$ cat src/rtl/axi_lite_slave_regfile.sv
// AXI4-Lite slave register file: NUM_REGS x 32-bit words, byte strobes, one-cycle reads.
// Optional macro AXIL_SLVERR_EN: out-of-range accesses answer SLVERR instead of OKAY.
module axi_lite_slave_regfile #(
    parameter int ADDR_W   = 32,
    parameter int DATA_W   = 32,
    parameter int NUM_REGS = 16
) (
    input  logic                clk,
    input  logic                rst,
    input  logic [ADDR_W-1:0]   awaddr,
    input  logic                awvalid,
    output logic                awready,
    input  logic [DATA_W-1:0]   wdata,
    input  logic [DATA_W/8-1:0] wstrb,
    input  logic                wvalid,
    output logic                wready,
    output logic [1:0]          bresp,
    output logic                bvalid,
    input  logic                bready,
    input  logic [ADDR_W-1:0]   araddr,
    input  logic                arvalid,
    output logic                arready,
    output logic [DATA_W-1:0]   rdata,
    output logic [1:0]          rresp,
    output logic                rvalid,
    input  logic                rready
);

    localparam int IDX_W = $clog2(NUM_REGS);
    localparam int WRD_W = ADDR_W - 2;
    localparam int NB    = DATA_W / 8;
    localparam logic [WRD_W-1:0] REG_LIM = WRD_W'(NUM_REGS);
    localparam logic [1:0] RESP_OK = 2'b00;
`ifdef AXIL_SLVERR_EN
    localparam logic [1:0] RESP_OOR = 2'b10;
`else
    localparam logic [1:0] RESP_OOR = 2'b00;
`endif

    logic              aw_held;
    logic              w_held;
    logic [WRD_W-1:0]  aw_word;
    logic [DATA_W-1:0] w_data;
    logic [NB-1:0]     w_strb;
    logic [DATA_W-1:0] regs [NUM_REGS];

    logic             commit;
    logic             wr_hit;
    logic             rd_hit;
    logic [IDX_W-1:0] wr_idx;
    logic [IDX_W-1:0] rd_idx;
    logic             unused_ok;

    assign awready = !aw_held;
    assign wready  = !w_held;
    assign arready = !rvalid;

    // Commit waits for a free response slot so a queued write is never lost.
    assign commit = aw_held && w_held && !bvalid;
    assign wr_hit = aw_word < REG_LIM;
    assign rd_hit = araddr[ADDR_W-1:2] < REG_LIM;
    assign wr_idx = aw_word[IDX_W-1:0];
    assign rd_idx = araddr[IDX_W+1:2];

    assign unused_ok = ^{awaddr[1:0], araddr[1:0]};

    always_ff @(posedge clk or negedge rst) begin
        if (!rst) begin
            aw_held <= 1'b0;
            w_held  <= 1'b0;
            aw_word <= '0;
            w_data  <= '0;
            w_strb  <= '0;
            bvalid  <= 1'b0;
            bresp   <= RESP_OK;
        end else begin
            if (awvalid && !aw_held) begin
                aw_held <= 1'b1;
                aw_word <= awaddr[ADDR_W-1:2];
            end else if (commit) begin
                aw_held <= 1'b0;
            end
            if (wvalid && !w_held) begin
                w_held <= 1'b1;
                w_data <= wdata;
                w_strb <= wstrb;
            end else if (commit) begin
                w_held <= 1'b0;
            end
            if (commit) begin
                bvalid <= 1'b1;
                bresp  <= wr_hit ? RESP_OK : RESP_OOR;
            end else if (bvalid && bready) begin
                bvalid <= 1'b0;
            end
        end
    end

    // Reads sample regs before the same-edge write lands, returning the old value.
    always_ff @(posedge clk or negedge rst) begin
        if (!rst) begin
            for (int i = 0; i < NUM_REGS; i++) regs[i] <= '0;
            rvalid <= 1'b0;
            rdata  <= '0;
            rresp  <= RESP_OK;
        end else begin
            if (commit && wr_hit) begin
                for (int b = 0; b < NB; b++) begin
                    if (w_strb[b]) regs[wr_idx][8*b +: 8] <= w_data[8*b +: 8];
                end
            end
            if (arvalid && !rvalid) begin
                rvalid <= 1'b1;
                rdata  <= rd_hit ? regs[rd_idx] : '0;
                rresp  <= rd_hit ? RESP_OK : RESP_OOR;
            end else if (rvalid && rready) begin
                rvalid <= 1'b0;
            end
        end
    end

endmodule

$ cat config.mk
export PLATFORM = sky130hd
export DESIGN_NAME = axi_lite_slave_regfile
export DESIGN_NICKNAME = d
export VERILOG_FILES = /design/src/rtl/axi_lite_slave_regfile.sv
export SDC_FILE = /design/constraint.sdc
export NUM_CORES = 1
export LEC_CHECK = 0
export ABC_AREA = 1
export CELL_PAD_IN_SITES_DETAIL_PLACEMENT = 0
export CELL_PAD_IN_SITES_GLOBAL_PLACEMENT = 2
export CORE_MARGIN = 1
export CORE_UTILIZATION = 36
export CTS_CLUSTER_DIAMETER = 50
export DETAILED_ROUTE_END_ITERATION = 10
export GPL_TIMING_DRIVEN = 0
export PLACE_DENSITY = 0.86
export SLEW_MARGIN = 10
export SYNTH_ARGS = -nofsm -noshare
export SYNTH_HDL_FRONTEND = slang
export SYNTH_SLANG_ARGS = --single-unit
$ cat constraint.sdc
create_clock -name clk -period 1.8 [get_ports clk]
set_clock_uncertainty 0.05 [all_clocks]
set_input_delay 0.45 -clock clk [delete_from_list [all_inputs] [get_ports clk]]
set_output_delay 0.45 -clock clk [all_outputs]
set_load 0.05 [all_outputs]
==> impl_metrics.toml <==
[routing]
ant_nets = 0
drt-initial-drc-count = 2407
routedWlPerCell_um = 20.97
firstDrtPassIters = 7
drcViolationCount = 0
wl_um = 110400
vias = 27860
via_per_inst = 5.290

[worst_setup_path]
crit_chain = "or2_1, nor2_1, nand2_1, nor2_4, buf_12, buf_12, buf_12, buf_8, nand4_1, nand2_1"
cp-end-kind = "register"
cpMaxStageDelayCell = "dfrtp_1"
critPathMaxFanout = 10
max_stage_delay_ns = 0.37
cp.arrival_ns = 2.51
cp_common_cell = "buf_12"
worstSetupStartpointType = "register"
crit_type = "reg -> reg"
worstSetupStartpoint = "aw_word[21]"
cp.required_ns = 2.32
rr_startpoint = "aw_word[21]"

[synthesis]
post_synth.cell_area_avg_um2 = 7.856
ys_ff_latch = 614
yosys.cell_types.count = 19
syn_area_um2 = 30110
yosysTopAreaCell = "dfrtp_1"
synthTopCellsByArea = "dfrtp_1, nand2_1, nand4_1"
syn_inst = 3833
yosysTopAreaCellShare = 0.5103
yosys_warnings = 0
synth-seq-area-share = 0.5103

[grt]
grt_max_degree = 96
grt_pass1_wl_um = 169700
grt_pass1_vias = 28070
antenna_found_initial = 1
grt_usage = 0.2596
grt_overflow_total = 0

[timing]
min_period_ns = 1.992
slew_headroom = 0.2732
setup_tns_ns = -64.34
worst_slack_ns = -0.1921
final_max_slew_viol_count = 0
worstMarginPinSlew_ns = 1.090
setup_viol = 570
fmax_ghz = 0.5020
whs_ns = -0.3077
hold_viol = 51
period_share = 1.107
rsz0062_at_grt = "true"

[status]
outcome = "complete, but fails checks"
violations = "negative hold slack, negative setup slack"

[layout]
syn2layout_area_growth_pct = 27.13
final_nets = 4227
drive_gt1_frac = 0.1404
final_cell_mix = "nand2_1, dfrtp_1, nand4_1, nand3_1, clkbuf_1"
fillers = 8282
layout_commonest_cell = "nand2_1"

[floorplanning]
die_y_um = 291.2
die_area_um2 = 84800
start_util = 0.3656
core-area_um2 = 82370
die_w_um = 291.2
num_rows = 105
pin_count = 148

[min_path]
hold_class = "in -> async"

[placed_design]
place.port_buffers = 137
gp_congestion = 0.8622
dp.final_hpwl_um = 81090

[clock_tree]
clk_pin_slew_ns = 0.06
cts-buffers-inserted = 89
clockBufferDepth = 3
clockRootBuffer = "clkbuf_16"
cts.sinks = 614
clk-insertion-delay-late_ns = 0.65
h-tree-depth = 3
cts_tree = "built"

[pwr]
ir_drop_mv = 0.9866
clockPowerShare = 0.410
netSwitchingPower_uw = 16820
p_sw_frac = 0.3674
p_int_uw = 28960
p_comb_frac = 0.258
powerDensity_nw_per_um2 = 1196
pwr-share-seq = 0.332
p_leak_uw = 0.01849

[job]
max_cap_viol_count = 0
flip-flops by register name, indices dropped and copies added, names as in the netlist:
name / flops
aw_held: 1
aw_word: 30
bvalid: 1
rdata: 32
regs: 512
rvalid: 1
w_data: 32
w_held: 1
w_strb: 4
power by group through the flow:
stage	Combinational, uW	Sequential, uW	Clock [uW]
after floorplan	5870	15100	0
after global placement	10200	15200	0
after detailed placement	10400	15100	0
after CTS	11200	15100	19000
after global routing	12500	15300	19500
final	11800	15200	18800
worst max-delay path, delay by kind of cell, from the launching register on:
kind / cells / cell delay (ns)
DFF: 1 / 0.37
buffers and inverters: 4 / 0.64
and+or+nand+nor: 6 / 0.82
cell type report:
| class | instances | area (um^2) | share of cell area |
|---|---|---|---|
| flip-flops and latches | 614 | 15370 | 0.4016 |
| well taps | 1070 | 1339 | 0.03497 |
| inverters | 31 | 122.6 | 0.003203 |
| clock inverters | 55 | 788.3 | 0.02059 |
| multi-input cells | 2831 | 13830 | 0.3612 |
| repair buffers | 198 | 2335 | 0.06099 |
| plain buffers | 355 | 2110 | 0.05511 |
| clock buffers | 111 | 2380 | 0.06217 |
| diodes | 1 | 2.502 | 0.00006537 |
path summary, 6_finish.rpt:
path	endpoint	slack, ns	cells past startpoint
worst max register to register	regs[439]	-0.19	10
worst min-delay path	w_data[6]	-0.31	1
min in group clk	bvalid	0.31	2
worst min register to register	regs[15]	0.41	2
worst max-delay path	regs[439]	-0.19	10
max in group asynchronous	regs[489]	0.38	5
cell families (layout without fill, tap and decap cells):
group / count (synthesis) / in the layout / synth area share
and+or+nand+nor: 2757 / 2757 / 0.4095
DFF: 614 / 614 / 0.5103
buffers and inverters: 391 / 750 / 0.05556
muxes: 62 / 62 / 0.02319
AOI/OAI and AO/OA: 8 / 8 / 0.001330
other: 1 / 5 / 0.0001245
routing by layer:
layer | track usage | share of wire | up-vias
li1 | - | - | 13570
met1 | 0.3541 | 0.45 | 13400
met2 | 0.4188 | 0.46 | 731
met3 | 0.03825 | 0.052 | 164
met4 | 0.09227 | 0.033 | 2
met5 | 0 | 0.00012 | -
per-stage QoR:
stage	area (um^2)	cells	total power, uW	setup WS (ns)	util
final	38280	5266	45780	-0.1921	0.4647
after global routing	38280	5265	47360	-0.2596	0.4647
after CTS	37730	5246	45340	-0.2054	0.4580
after detailed placement	33010	5049	25520	-1.966	0.4007
after global placement	32840	5043	25370	-31.08	0.3987
after floorplan	30130	3836	20980	0.04331	-
synth_stat cells:
library cell  count
o21ai_0           4
inv_2             1
nor2_1           60
conb_1            1
inv_1            30
nor3_1            1
or2_1             1
buf_1            26
nand2_1        1633
mux2_2           62
buf_4            36
buf_2            56
nand4_1         514
clkbuf_1        242
dfrtp_1         614
a21oi_1           4
nand3_1         546
and2_1            1
nor2_4            1
what timing repair did:
item	in CTS	in global routing
setup endpoints to repair	707	764
pin swaps	15	9
setup buffers	34	16
endpoints found under the hold margin	51	51
resized for setup	426	99
cloned	2	3
Power figures use the tool's default switching activity.
